**config.mk**
```make
export PLATFORM = sky130hd
export DESIGN_NAME = lcd_readback
export DESIGN_NICKNAME = d
export VERILOG_FILES = /design/src/rtl/lcd_readback.sv
export SDC_FILE = /design/constraint.sdc
export NUM_CORES = 1
export LEC_CHECK = 0
export BUFFER_PORTS_ARGS = -buffer_cell sky130_fd_sc_hd__buf_2
export CAP_MARGIN = 5
export CELL_PAD_IN_SITES_DETAIL_PLACEMENT = 1
export CELL_PAD_IN_SITES_GLOBAL_PLACEMENT = 1
export CORE_MARGIN = 2
export CORE_UTILIZATION = 28
export CTS_CLUSTER_DIAMETER = 50
export DETAILED_ROUTE_END_ITERATION = 12
export PLACE_DENSITY_LB_ADDON = 0.1
export SYNTH_ARGS = -nofsm -noshare
export SYNTH_HDL_FRONTEND = slang
export SYNTH_SLANG_ARGS = --single-unit
export TNS_END_PERCENT = 50
```
**constraint.sdc**
```tcl
create_clock -name clk -period 3.3 [get_ports clk]
set_input_delay 0.33 -clock clk [delete_from_list [all_inputs] [get_ports clk]]
set_output_delay 0.33 -clock clk [all_outputs]
set_load 0.005 [all_outputs]
```
**src/rtl/lcd_readback.sv**
```systemverilog
// Reads a run of pixels back from the SDRAM frame buffer through the read FIFO and returns them as a stream.
// Optional read watchdog: define LCD_READBACK_TIMEOUT_EN.
module lcd_readback #(
  parameter int H_DISP    = 1024,
  parameter int V_DISP    = 768,
  parameter int LOAD_WAIT = 8
) (
  input  logic        clk,
  input  logic        rst_n,
  input  logic        sys_vaild,
  input  logic [15:0] x_pos,
  input  logic [15:0] y_pos,
  input  logic [23:0] len,
  input  logic        enable,
  output logic        busy,
  output logic        err,
  output logic [23:0] pixel,
  output logic        pixel_valid,
  output logic        pixel_last,
  output logic        sys_load,
  output logic [31:0] sys_addr_min,
  output logic [31:0] sys_addr_max,
  output logic        sys_rd,
  input  logic        sys_rd_ready,
  input  logic [31:0] sys_data
);

  localparam logic [2:0] IDLE = 3'd0;
  localparam logic [2:0] LOAD = 3'd1;
  localparam logic [2:0] WAIT = 3'd2;
  localparam logic [2:0] READ = 3'd3;
  localparam logic [2:0] DONE = 3'd4;

  localparam logic [31:0] FRAME_PIXELS = 32'(H_DISP * V_DISP);

  logic [2:0]  state_reg;
  logic [23:0] n_reg;
  logic [23:0] issued_reg;
  logic [23:0] delivered_reg;
  logic [15:0] wait_cnt_reg;
`ifdef LCD_READBACK_TIMEOUT_EN
  logic [15:0] wdog_reg;
`endif

  logic [31:0] addr_next;
  logic [31:0] remain_next;
  logic [23:0] n_next;
  logic        reject_next;
  logic        rd_is_last;
  logic        unused_bits;

  // The low byte of each FIFO word is padding; the pixel sits in [31:8].
  assign unused_bits = ^sys_data[7:0];

  always_comb begin
    addr_next   = 32'(y_pos) * 32'(H_DISP) + 32'(x_pos);
    remain_next = FRAME_PIXELS - addr_next;
    n_next      = len;
    if ({8'd0, len} > remain_next)
      n_next = remain_next[23:0];
    reject_next = (32'(x_pos) >= 32'(H_DISP)) || (32'(y_pos) >= 32'(V_DISP)) || (len == 24'd0);
  end

  assign sys_rd     = (state_reg == READ) && sys_rd_ready && (issued_reg < n_reg);
  assign rd_is_last = (issued_reg + 24'd1 == n_reg);

  always_ff @(posedge clk or negedge rst_n) begin
    if (!rst_n) begin
      state_reg     <= IDLE;
      n_reg         <= '0;
      issued_reg    <= '0;
      delivered_reg <= '0;
      wait_cnt_reg  <= '0;
`ifdef LCD_READBACK_TIMEOUT_EN
      wdog_reg      <= '0;
`endif
      busy          <= 1'b0;
      err           <= 1'b0;
      pixel         <= '0;
      pixel_valid   <= 1'b0;
      pixel_last    <= 1'b0;
      sys_load      <= 1'b0;
      sys_addr_min  <= '0;
      sys_addr_max  <= '0;
    end else begin
      err         <= 1'b0;
      sys_load    <= 1'b0;
      pixel_valid <= 1'b0;
      pixel_last  <= 1'b0;

      // FIFO data is captured on the read cycle and presented one cycle later.
      if (sys_rd) begin
        pixel       <= sys_data[31:8];
        pixel_valid <= 1'b1;
        pixel_last  <= rd_is_last;
        issued_reg  <= issued_reg + 24'd1;
      end
      if (pixel_valid)
        delivered_reg <= delivered_reg + 24'd1;

      case (state_reg)
        IDLE: begin
          if (enable && sys_vaild && !busy) begin
            if (reject_next) begin
              err <= 1'b1;
            end else begin
              sys_addr_min  <= addr_next;
              sys_addr_max  <= addr_next + 32'(n_next);
              n_reg         <= n_next;
              issued_reg    <= '0;
              delivered_reg <= '0;
              wait_cnt_reg  <= '0;
              sys_load      <= 1'b1;
              busy          <= 1'b1;
              state_reg     <= LOAD;
            end
          end
        end
        LOAD: state_reg <= WAIT;
        WAIT: begin
          if (wait_cnt_reg == 16'(LOAD_WAIT - 1)) begin
            state_reg <= READ;
`ifdef LCD_READBACK_TIMEOUT_EN
            wdog_reg  <= '0;
`endif
          end else begin
            wait_cnt_reg <= wait_cnt_reg + 16'd1;
          end
        end
        READ: begin
          if (pixel_valid && (delivered_reg + 24'd1 == n_reg)) begin
            busy      <= 1'b0;
            state_reg <= DONE;
          end
`ifdef LCD_READBACK_TIMEOUT_EN
          else if (wdog_reg == 16'hFFFF) begin
            // Abort: no final pixel, so suppress anything captured this cycle.
            err         <= 1'b1;
            busy        <= 1'b0;
            pixel_valid <= 1'b0;
            pixel_last  <= 1'b0;
            state_reg   <= IDLE;
          end else if (pixel_valid) begin
            wdog_reg <= '0;
          end else begin
            wdog_reg <= wdog_reg + 16'd1;
          end
`endif
        end
        DONE: state_reg <= IDLE;
        default: state_reg <= IDLE;
      endcase
    end
  end

endmodule
```
Word level (Yosys, flattened, before mapping). Index checks and enable logic that the tools add are counted.

Output and inout port bits: 94. Flip-flop bits (word level): 184. Bits of input ports: 93. Logic and storage cells: 81.

Equality and inequality tests: 11. Bitwise gates (word level): 1. $lt $le $gt $ge: 4. $add $sub $neg: 6. Reductions and logical operators: 16. Muxes and demuxes: 30.

Operator list (number): two-way mux 24 bit (9); adder 24 x 1 -> 24 bit (second input constant) (2); == test 24 bit (2); two-way mux 16 bit (3); > comparator 24 x 32 -> 1 bit (1); one-hot mux 16 bit (2 select lines) (1); adder 27 x 24 -> 28 bit (1); subtractor 20 x 27 -> 28 bit (first input constant) (1); adder 26 x 16 -> 27 bit (1); logical NOT 24 bit (1); < comparator 24 bit (1); adder 16 x 1 -> 16 bit (second input constant) (1); == test 16 x 3 -> 1 bit (second input constant) (1); greater-or-equal comparator 16 x 10 -> 1 bit (second input constant) (1); greater-or-equal comparator 16 x 11 -> 1 bit (second input constant) (1); two-way mux 3 bit (4); one-hot mux 3 bit (4 select lines) (1); AND reduction 4 bit (3); two-way mux 1 bit (11); inequality test 2 bit (second input constant) (4); == test 3 x 2 -> 1 bit (second input constant) (2); logical AND 1 bit (5); nonzero test 2 bit (2); == test 3 x 1 -> 1 bit (second input constant) (1); 7 further kinds (8).

Depth between registers and ports, before layout.
Depth after elaboration: 7. Gate-level depth with buffers: 33. Gate-level depth less buffers: 29.

Worst setup path before layout. No wires, ideal clock.

Path kind: input port to flip-flop. Start: input port x_pos[10]. End: register sys_addr_max[20]. Setup time: 0.069 ns. Slack: -3.508 ns. Buffers on the path: 4. Data required time: 3.231 ns. Stages: 32. Arrival time: 6.739 ns. Cell sequence: ha_1 -> inv_1 -> fa_1 -> nor2b_1 -> o21ai_0 -> a21oi_1 -> nor3_1 -> a41oi_1 -> a211o_1 -> buf_2 -> buf_1 -> xnor2_1 -> ha_1 -> nand4_1 -> or2_2 -> nor2_1 -> a211oi_1 -> or4_1 -> buf_2 -> buf_2 -> o21ai_1 -> nand2_1 -> ha_1 -> fa_1 -> a21o_1 -> a21oi_1 -> o21bai_1 -> a21boi_0 -> o21ai_0 -> o221a_2 -> or3_1 -> nand3_1.

Word-level cells in the longest chain between the ends: 5. Elaborated cells on any way between the ends: 10. Classes of those cells: add/sub (3); order compare (2); mux (1); bitwise (1); reduce/logical (3).

Ends and longest elaborated chain: from (decl) (RTL line 11) `input logic [15:0] x_pos,`; adder 26 x 16 -> 27 bit (RTL line 56) `addr_next = 32'(y_pos) * 32'(H_DISP) + 32'(x_pos);`; via addr_next[14] (RTL line 45) `logic [31:0] addr_next;`; subtractor 20 x 27 -> 28 bit (RTL line 57) `remain_next = FRAME_PIXELS - addr_next;`; > comparator 24 x 32 -> 1 bit (RTL line 59) `if ({8'd0, len} > remain_next)`; two-way mux 24 bit (RTL line 59); via n_next[0] (RTL line 47) `logic [23:0] n_next;`; adder 27 x 24 -> 28 bit (RTL line 108) `sys_addr_max <= addr_next + 32'(n_next);`; to (signal assigned) (RTL line 108); to (decl) (RTL line 22) `output logic [31:0] sys_addr_max,`.

The timed path passes the listed nets, and every way through them passes these cells. A chain may end at the register's enable or synchronous reset.

Worst setup path in the final report.
Start: input port x_pos[7]. End: register sys_addr_max[23].

Word-level cells in the longest chain between the ends: 5. Elaborated cells on any way between the ends: 10. Classes of those cells: add/sub (3); order compare (2); mux (1); bitwise (1); reduce/logical (3).

Ends and longest elaborated chain (RTL line): adder 26 x 16 -> 27 bit (56); subtractor 20 x 27 -> 28 bit (57); > comparator 24 x 32 -> 1 bit (59); two-way mux 24 bit (59); via n_next[1] (47); adder 27 x 24 -> 28 bit (108).

The timed path passes the listed nets, and every way through them passes these cells.

==> results by group <==
Critical path
  – Startpoint Class: primary input
  – Crit path buf inv count: 6
  – Slowest cell delay on critical path: between 400 and 500 ps
  – Slowest CP cell: or4_1
  – Critical path's most frequent cell: buf_4
  – Crit path max-delay family: simple AND/OR/NAND/NOR gates
  – Critical Path RT: between 3000 and 4000 ps
  – CP Class: in -> reg
  – Worst-path fanout max: 5
  – Worst setup EP type: register
  – CP arrival: ~6300 ps

Logic synthesis
  – Area contributors post-synth: dfrtp_1 (35%), ha_1 (8.1%), nand2_1 (4.9%)
  – Post-synth top area share: 0.3460
  – Synth Cell Area: 12660 um2
  – Cell variety after synth: slightly below 80
  – Cells after Synth: roughly 1.4k
  – EDFF count, synth: 0
  – Leading area contributor after synthesis: dfrtp_1
  – Synth async-reset ratio: 1.000
  – Ys flop type: dfrtp_1
  – Seq/Total Area, Yosys: 0.3460
  – Register bit total from synthesis: 175
  – Warnings from Yosys: 0
  – Avg Inst Size Synth: ~8.7 um2

Cells and area
  – Antenna diode count: 0
  – Largest registers: sys_addr_max (28), sys_addr_min (27)
  – Max FFs per register: 28
  – Layout cells sized above 1: 0.3754
  – Largest reg by FF count: sys_addr_max
  – Synthesis-to-finish area growth: 42.38%
  – Fin nets: around 2.1k
  – Final core occ: 0.4057
  – Design area: between 15000 and 20000 um2

Global routing
  – Largest net degree at the start of global routing: roughly 90
  – Total track usage: 0.1987
  – Gr ovfl total: 0
  – Vias in the first global route: roughly 13k
  – Initial antenna violation count: 0
  – First-pass GRT wire length: a little over 70 mm

Run status
  – Outcome: complete, but fails checks
  – Failing checks: setup timing

Die
  – CORE AREA: between 40000 and 50000 um2
  – Cell Rows: 77
  – Starting Density: 0.2850
  – I/O Pins: around 190
  – Height of the die: between 200 and 250 um
  – Die ar.: between 40000 and 50000 um2
  – Die width: between 200 and 250 um

Route
  – ANT nets after route: 0
  – Via count: approximately 12k
  – WL final: roughly 46 mm
  – DRT iter0 DRCs: between 400 and 500
  – WL/cell: 18.32 um
  – DR DRC count: 0
  – Vias per cell: ~4.9
  – TritonRoute pass-1 iters: 4

CTS
  – Root buffer cell: clkbuf_16
  – Clock-pin slew on the worst setup and hold paths: 70 ps
  – H-tree depth: 4
  – CTS tree: yes
  – Clock latency on the worst-skew pair: ~490 ps
  – Num CTS Buffers: 17
  – CTS sink cnt: around 180
  – Bufs on Longest Clock Path: 2

Timing
  – Clock skew after layout: approximately 14 ps
  – Max Clk Rate: about 0.17 GHz
  – Max Slew Vio Count: 0
  – Unrepaired setup endpoints after global routing: yes
  – Min cycle time layout: 5878 ps
  – Final setup fails: a little under 50
  – Worst-Margin Slew: between 600 and 700 ps
  – Final Hold Viols: 0
  – Max transition margin: 0.5858
  – Post-route clock period utilization: 1.781
  – Final worst slack: -2578 ps

Power and ir drop
  – Leakage: 8.613 nW
  – Max VDD drop: 0.3247 mV
  – Power per cell area: 429.7 nW/um2

Hold path
  – Worst Hold Class: in -> reg

Placement
  – I/O Buffers: around 170
  – Post-placement worst setup slack: -3244 ps
  – Hpwl dp: roughly 35 mm
  – Placer Congestion: a little over 0.8
  – Area after DPL: approximately 16000 um2

Run
  – Maxcap violations: 0
cell usage after synthesis, drive strengths merged (49+ instances only):
library cell	n
dfrtp	175
nand2	165
nor2	95
ha	82
o21ai	69
xnor2	68
xor2	64
a21oi	59
inv	59
clkbuf	58
nand3	56
nor3	49
power breakdown:
group	internal [mW]	switching (mW)	leakage [nW]
clock network	1.13	0.992	0.288
logic	1.41	1.47	6.16
registers	2.40	0.336	2.16
total	4.94	2.80	8.61
per-stage QoR:
| stage | power, mW | TNS [ps] | hold WS (ps) | instances |
|---|---|---|---|---|
| 2_1_floorplan | 4.268 | -89890 | 34.41 | 1456 |
| 3_3_place_gp | 5.322 | -103830 | 393.2 | 2432 |
| 3_5_place_dp | 5.403 | -105960 | 402.6 | 2432 |
| 4_1_cts | 7.726 | -76140 | 27.29 | 2484 |
| 5_1_grt | 8.278 | -89590 | 44.99 | 2502 |
| 6_report | 7.744 | -78040 | 68.77 | 2502 |
area by class of cell:
class | count | area, um2
fillers | 5161 | 26390
multi-input cells | 1146 | 8602
flip-flops and latches | 175 | 4382
repair buffers | 499 | 3488
well taps | 592 | 740.7
clock buffers | 17 | 425.4
inverters | 59 | 224.0
clock inverters | 14 | 157.7
repair_timing:
item,in CTS,in global routing
buffers inserted,20,20
hold endpoints to repair,64,0
resized for setup,76,76
setup endpoints to repair,50,50
hold buffers,1,0
pin swaps,46,42
cell usage in the layout, fill, tap and decap left out, drive strengths merged, types with 15 or more instances in the layout:
cell type	instances
dfrtp	175
ha	82
nor3	49
nand3	56
xor2	64
nor4	18
or3	17
clkbuf	18
a21boi	15
nand4	36
and2	15
nand2	165
a21o	25
nor2b	18
buf	497
mux2i	26
o21ai	69
and4	15
nor2	95
inv	65
mux2	28
or2	40
o31a	18
and3	20
xnor2	68
a21oi	59
kinds of logic after synthesis:
| kind of cell | Yosys count | share of synthesized area |
|---|---|---|
| AO/OA/AOI/OAI | 291 | 0.1544 |
| buffers and inverters | 135 | 0.04389 |
| XOR/XNOR | 132 | 0.09194 |
| other | 1 | 0.0002963 |
| adder cells (fa/ha/maj) | 84 | 0.08423 |
| multiplexers | 54 | 0.04548 |
| flip-flops | 175 | 0.3460 |
| AND/OR/NAND/NOR | 576 | 0.2337 |
routing by layer:
metal | GRT usage | wire length (um)
met5 | 0 | 0
met4 | 0.07100 | 1230
met3 | 0.03495 | 1345
met2 | 0.3315 | 22100
met1 | 0.2577 | 21170
path summary, 6_finish.rpt:
check | start | to | cells after the start | slack [ps]
min in group asynchronous | rst_n | wait_cnt_reg[9] | 2 | 430
min reg2reg | sys_addr_max[0] | sys_addr_max[0] | 2 | 470
max in group asynchronous | rst_n | sys_addr_max[3] | 3 | 2000
max | x_pos[7] | sys_addr_max[23] | 29 | -2580
max reg2reg | delivered_reg[2] | busy | 10 | 290
min | sys_data[17] | pixel[9] | 2 | 70
worst reg2reg max path, stage by stage (launching register included):
cell       delay (ps)
dfrtp_1           530
and4_1            350
and3_1            240
mux2_2            350
mux2_2            260
o21ai_0           260
o2111ai_1         190
buf_4             200
nor4_1            310
buf_4             180
nor2_1             30
No activity file was read; power rests on OpenSTA's default activity.
